==> src/rtl/uart_mem_loader.sv <==
// Purpose : byte-command loader ('W','R','H','G') driving the external memory port and run/sel_uart.
// Latency : w_en one cycle after the 4th data byte; r_data captured the cycle after r_en; ACK one cycle after state entry.
// Backpressure: each TX byte waits for tx_busy low, then for a full tx_busy high->low handshake.
//
// Ports:
//   clk, rst              clock, asynchronous active-high reset
//   rx_data, rx_done      received byte and its one-cycle strobe
//   tx_busy               transmitter busy
//   tx_start, tx_data     transmit request strobe and byte (held until tx_busy falls)
//   sel_uart, run         memory ownership select, processor run enable
//   w_adress, w_data      external port word address / write data
//   w_en, r_en            one-cycle write / read strobes
//   r_data                read data, valid the cycle after r_en
module uart_mem_loader #(
    parameter int unsigned ADDR_STEP      = 1,
    parameter int unsigned TIMEOUT_CYCLES = 2_000_000,
    parameter logic [7:0]  ACK_BYTE       = 8'h06,
    parameter logic [7:0]  NAK_BYTE       = 8'h15
) (
    input  logic        clk,
    input  logic        rst,
    input  logic [7:0]  rx_data,
    input  logic        rx_done,
    input  logic        tx_busy,
    output logic        tx_start,
    output logic [7:0]  tx_data,
    output logic        sel_uart,
    output logic        run,
    output logic [31:0] w_adress,
    output logic [31:0] w_data,
    output logic        w_en,
    output logic        r_en,
    input  logic [31:0] r_data
);

    localparam logic [7:0]  CMD_WRITE = 8'h57;
    localparam logic [7:0]  CMD_READ  = 8'h52;
    localparam logic [7:0]  CMD_HALT  = 8'h48;
    localparam logic [7:0]  CMD_GO    = 8'h47;
    localparam logic [31:0] STEP      = 32'(ADDR_STEP);
    // idle_cnt value on the last permitted silent cycle
    localparam logic [31:0] IDLE_LAST = 32'(TIMEOUT_CYCLES - 1);

    typedef enum logic [3:0] {
        S_IDLE,
        S_HDR,
        S_DATA,
        S_WRITE,
        S_RD_REQ,
        S_RD_CAP,
        S_TX,
        S_TX_HI,
        S_TX_LO,
        S_ACK,
        S_NAK
    } state_t;

    state_t      state;
    logic        is_read;       // current command is 'R'
    logic [2:0]  byte_cnt;      // header byte index 0..7, data byte index 0..3
    logic [31:0] idle_cnt;      // silent cycles since the last rx_done
    logic [31:0] addr_cur;      // address of the next word
    logic [31:0] word_total;    // N from the count field
    logic [31:0] word_cnt;      // words completed so far
    logic [23:0] data_shift;    // first three bytes of the word being assembled
    logic [31:0] tx_shift;      // bytes still to send, LSB first
    logic [1:0]  tx_left;       // bytes remaining after the one in flight
    logic        tx_from_read;  // after the last byte, continue the read loop
    logic        cap_wait;      // first RD_CAP cycle is the r_en cycle itself

    always_ff @(posedge clk or posedge rst) begin
        if (rst) begin
            state        <= S_IDLE;
            is_read      <= 1'b0;
            byte_cnt     <= '0;
            idle_cnt     <= '0;
            addr_cur     <= '0;
            word_total   <= '0;
            word_cnt     <= '0;
            data_shift   <= '0;
            tx_shift     <= '0;
            tx_left      <= '0;
            tx_from_read <= 1'b0;
            cap_wait     <= 1'b0;
            tx_start     <= 1'b0;
            tx_data      <= '0;
            sel_uart     <= 1'b1;
            run          <= 1'b0;
            w_adress     <= '0;
            w_data       <= '0;
            w_en         <= 1'b0;
            r_en         <= 1'b0;
        end else begin
            // strobes are single-cycle unless re-asserted below
            w_en     <= 1'b0;
            r_en     <= 1'b0;
            tx_start <= 1'b0;

            case (state)
                S_IDLE: begin
                    if (rx_done) begin
                        byte_cnt <= '0;
                        idle_cnt <= '0;
                        word_cnt <= '0;
                        case (rx_data)
                            CMD_WRITE: begin
                                is_read <= 1'b0;
                                state   <= S_HDR;
                            end
                            CMD_READ: begin
                                is_read <= 1'b1;
                                state   <= S_HDR;
                            end
                            CMD_HALT: begin
                                run      <= 1'b0;
                                sel_uart <= 1'b1;
                                state    <= S_ACK;
                            end
                            CMD_GO: begin
                                sel_uart <= 1'b0;
                                run      <= 1'b1;
                                state    <= S_ACK;
                            end
                            default: state <= S_NAK;
                        endcase
                    end
                end

                S_HDR: begin
                    if (rx_done) begin
                        idle_cnt <= '0;
                        byte_cnt <= byte_cnt + 3'd1;
                        if (!byte_cnt[2]) begin
                            addr_cur[8*byte_cnt[1:0] +: 8] <= rx_data;
                        end else begin
                            word_total[8*byte_cnt[1:0] +: 8] <= rx_data;
                        end
                        if (byte_cnt == 3'd7) begin
                            byte_cnt <= '0;
                            if ({rx_data, word_total[23:0]} == 32'd0) begin
                                state <= S_ACK;
                            end else if (is_read) begin
                                state <= S_RD_REQ;
                            end else begin
                                state <= S_DATA;
                            end
                        end
                    end else if (idle_cnt == IDLE_LAST) begin
                        state <= S_NAK;
                    end else begin
                        idle_cnt <= idle_cnt + 32'd1;
                    end
                end

                S_DATA: begin
                    if (rx_done) begin
                        idle_cnt   <= '0;
                        byte_cnt   <= byte_cnt + 3'd1;
                        data_shift <= {rx_data, data_shift[23:8]};
                        if (byte_cnt == 3'd3) begin
                            byte_cnt <= '0;
                            w_adress <= addr_cur;
                            w_data   <= {rx_data, data_shift};
                            w_en     <= 1'b1;
                            state    <= S_WRITE;
                        end
                    end else if (idle_cnt == IDLE_LAST) begin
                        // partial word is simply abandoned in data_shift
                        state <= S_NAK;
                    end else begin
                        idle_cnt <= idle_cnt + 32'd1;
                    end
                end

                S_WRITE: begin
                    addr_cur <= addr_cur + STEP;
                    word_cnt <= word_cnt + 32'd1;
                    idle_cnt <= '0;
                    if (word_cnt + 32'd1 == word_total) begin
                        state <= S_ACK;
                    end else begin
                        state <= S_DATA;
                    end
                end

                S_RD_REQ: begin
                    w_adress <= addr_cur;
                    r_en     <= 1'b1;
                    cap_wait <= 1'b0;
                    state    <= S_RD_CAP;
                end

                S_RD_CAP: begin
                    if (!cap_wait) begin
                        cap_wait <= 1'b1;
                    end else begin
                        tx_shift     <= r_data;
                        tx_left      <= 2'd3;
                        tx_from_read <= 1'b1;
                        addr_cur     <= addr_cur + STEP;
                        word_cnt     <= word_cnt + 32'd1;
                        state        <= S_TX;
                    end
                end

                S_TX: begin
                    if (!tx_busy) begin
                        tx_start <= 1'b1;
                        tx_data  <= tx_shift[7:0];
                        tx_shift <= {8'h00, tx_shift[31:8]};
                        state    <= S_TX_HI;
                    end
                end

                S_TX_HI: begin
                    if (tx_busy) begin
                        state <= S_TX_LO;
                    end
                end

                S_TX_LO: begin
                    if (!tx_busy) begin
                        if (tx_left != 2'd0) begin
                            tx_left <= tx_left - 2'd1;
                            state   <= S_TX;
                        end else if (tx_from_read) begin
                            state <= (word_cnt == word_total) ? S_ACK : S_RD_REQ;
                        end else begin
                            state <= S_IDLE;
                        end
                    end
                end

                // ACK/NAK launch their single byte directly so the strobe
                // lands one cycle after the state is entered
                S_ACK: begin
                    if (!tx_busy) begin
                        tx_start     <= 1'b1;
                        tx_data      <= ACK_BYTE;
                        tx_left      <= '0;
                        tx_from_read <= 1'b0;
                        state        <= S_TX_HI;
                    end
                end

                S_NAK: begin
                    if (!tx_busy) begin
                        tx_start     <= 1'b1;
                        tx_data      <= NAK_BYTE;
                        tx_left      <= '0;
                        tx_from_read <= 1'b0;
                        state        <= S_TX_HI;
                    end
                end

                default: state <= S_IDLE;
            endcase
        end
    end

endmodule

==> config.mk <==
export PLATFORM = sky130hd
export DESIGN_NAME = uart_mem_loader
export DESIGN_NICKNAME = d
export VERILOG_FILES = /design/src/rtl/uart_mem_loader.sv
export SDC_FILE = /design/constraint.sdc
export NUM_CORES = 1
export LEC_CHECK = 0
export ABC_AREA = 0
export BUFFER_PORTS_ARGS = -buffer_cell sky130_fd_sc_hd__buf_2
export CAP_MARGIN = 20
export CORE_ASPECT_RATIO = 0.9
export CORE_MARGIN = 5
export CORE_UTILIZATION = 30
export CTS_CLUSTER_DIAMETER = 30
export DETAILED_ROUTE_END_ITERATION = 8
export PLACE_DENSITY_LB_ADDON = 0.12
export SYNTH_ARGS = -nofsm -noshare
export SYNTH_HDL_FRONTEND = slang
export SYNTH_SLANG_ARGS = --single-unit
==> constraint.sdc <==
create_clock -name clk -period 20.8 [get_ports clk]
set_input_delay 6.24 -clock clk [delete_from_list [all_inputs] [get_ports clk]]
set_output_delay 6.24 -clock clk [all_outputs]
set_load 0.01 [all_outputs]
==> impl_metrics.ini <==
[synth]
netlist_area_um2 = 14400
synth.net_count = 1653
synth.avg_cell_area_um2 = 9.02
synth-async-reset-ratio = 1.00
ys.flop_type = dfrtp_1
synth_seq_area_share = 0.474
ys_warn_count = 0
synth_seq_cells = 273
yosysUniqueCellTypes = 78
synth_edf_count = 0
netlist_instances = 1598

[clocking]
clk_latency_ps = 580
cts_tree = yes
cts.clk_slew.worst_paths_ps = 40
postCtsSetupBuffers = 0
cts_root_buf = clkbuf_16
post_cts_resized = 0
cts_max_level = 3
cts_sinks = 273
clockBufferDepth = 3
cts_buffers = 78
cts_hold_buf = 0

[power_and_ir_drop]
leakage_nw = 8.14
power.density_nw_per_um2 = 144
vdd_ir_drop_max_uv = 95.2
power_mw = 2.63

[final_layout]
final_area_um2 = 18300
final.fill_count = 4810
drive_above_1_share = 0.203
finalNetCount = 1772
multi_input_area_um2 = 7100
final_cell_mix = nand2_1, dfrtp_1, nor2_1, o21ai_0, buf_2
regArea_um2 = 6830
final_common_cell = nand2_1
area_growth_pct = 27.0
fin_cells = 2401

[worst_setup_path]
path_cells = buf_2, nand2_1, nor2_2, and2_2, nor2_4, mux2_2
crit_fanout = 36
end_kind = flop
cp-start-kind = input port
criticalPathCategory = in -> reg
worstPathArrival_ps = 8810
slowest_delay_ps = 770
slowest_stage = and2_2
required_ps = 21260

[grt]
grt_pass1_wl_mm = 72.7
antenna_found_initial = 3
met2_usage = 0.251
grt_remaining_overflow = 0
grt_max_degree = 113
met1_usage = 0.249
grt_pass1_vias = 12600
grt_use_met3 = 0.0454
grt_use_total = 0.172
top_usage_layer = met2

[flow_run]
drv_cap = 0

[route]
drtIter0Drc = 905
routed_wl_mm = 45.5
vias_per_cell = 5.31
drc = 0
postRouteAntennaNets = 0
drt-pass1-iter-count = 5
wl_per_cell_um = 18.9
vias = 12800

[timing]
rsz0062_at_grt = false
fin_skew_ps = 19.2
post-route-period-util = 0.401
maxSlewHeadroom = 0.284
setup_violations = 0
fin_crit_ps = 8350
timing_hold_violations_final = 0
tightest_slew_ps = 1070
slew_violations = 0
fmax_mhz = 120
fin_tns_setup_ps = 0

[placement]
placedCellCount = 2254
placed_area_um2 = 15500
portBuffers = 120
gp_congestion = 0.849
place_hpwl_mm = 30.1

[floorplanning]
start_util = 0.302
rows = 76
die_area_um2 = 52500
fp.dieH_um = 218
die_w_um = 241
coreArea_um2 = 47700
io_pins = 121

[outcome]
outcome = finished clean

[worst_hold_path]
holdCritPathClass = reg -> reg
[cell families after synthesis]
kind of cell    after synthesis  synth area share
simple gates                670             0.225
compound gates              383             0.166
flops                       273             0.474
buf+inv                     132            0.0361
xor+xnor                     66            0.0401
mux                          62            0.0483
fa+ha+maj                    12            0.0103
[stage by stage]
step	hold slack, ps	util	setup slack (ps)
3_5_place_dp	456	0.325	11030
4_1_cts	468	0.381	11650
2_1_floorplan	440	-	7040
6_report	465	0.383	12450
5_1_grt	491	0.383	12280
3_3_place_gp	451	0.325	11060
[final timing paths]
check                                          from                  endpoint  slack, ps  depth (start not counted)
max                                         rx_done  w_adress[11]$_DFFE_PP0P_      12450                          6
min                          tx_data[5]$_DFFE_PP0P_    tx_data[5]$_DFFE_PP0P_        470                          2
max reg2reg                word_cnt[10]$_DFFE_PP0P_      state[3]$_DFFE_PP0P_      17250                          7
min reg2reg                  tx_data[5]$_DFFE_PP0P_    tx_data[5]$_DFFE_PP0P_        470                          2
max in group asynchronous                       rst            w_en$_DFF_PP0_      13080                          4
min in group asynchronous                       rst  w_adress[11]$_DFFE_PP0P_       5840                          2
[layer usage]
| layer | routed length, um | up-vias |
|---|---|---|
| li1 | - | 6018 |
| met1 | 22300 | 6293 |
| met2 | 19600 | 336 |
| met3 | 2410 | 101 |
| met4 | 1170 | 4 |
| met5 | 25 | - |
[final cells by class]
class / count / share of cell area
antenna: 1 / 0.000137
clock buffer: 106 / 0.121
clock inverter: 33 / 0.0254
inverter: 32 / 0.00697
multi-input combinational: 1193 / 0.388
sequential: 273 / 0.373
tap: 624 / 0.0427
timing repair buffer: 139 / 0.0428
[critical path: cells and delay by family]
kind	cells	cell delay [ps]
muxes	1	380
buffers and inverters	1	490
and+or+nand+nor	4	1650
[report_power, final]
group	switching, mW	leakage [nW]	internal (mW)
combinational	0.427	3.22	0.237
sequential	0.110	3.60	0.652
clock	0.345	1.32	0.861
total	0.883	8.14	1.75
[flip-flops by register name, indices dropped and copies added (netlist names)]
name          count
r_en              1
word_total       32
data_shift       24
tx_start          1
cap_wait          1
idle_cnt         32
tx_left           2
w_data           32
addr_cur         32
run               1
word_cnt         32
state             4
w_adress         32
w_en              1
tx_data           8
sel_uart          1
tx_from_read      1
is_read           1
byte_cnt          3
tx_shift         32
[synth_stat cells, types with 9 or more instances]
cell | number | area, um^2
nand2_1 | 274 | 1030
dfrtp_1 | 272 | 6810
nor2_1 | 134 | 503
o21ai_0 | 123 | 616
clkbuf_1 | 80 | 300
a21oi_1 | 73 | 365
mux2_2 | 60 | 676
a31oi_1 | 53 | 332
nand3_1 | 49 | 245
nand4_1 | 35 | 219
xnor2_1 | 33 | 289
xor2_1 | 33 | 289
inv_1 | 32 | 120
nor4_1 | 32 | 200
nor3_1 | 29 | 145
and3_1 | 27 | 169
a22o_1 | 18 | 158
buf_2 | 14 | 70.1
o31ai_1 | 14 | 105
o211ai_1 | 13 | 97.6
and2_1 | 12 | 75.1
nand2b_1 | 12 | 75.1
or3_1 | 12 | 75.1
and4_1 | 11 | 96.3
ha_1 | 11 | 138
a22oi_1 | 9 | 67.6
nor2b_1 | 9 | 56.3
(Power assumes the default switching activity.)
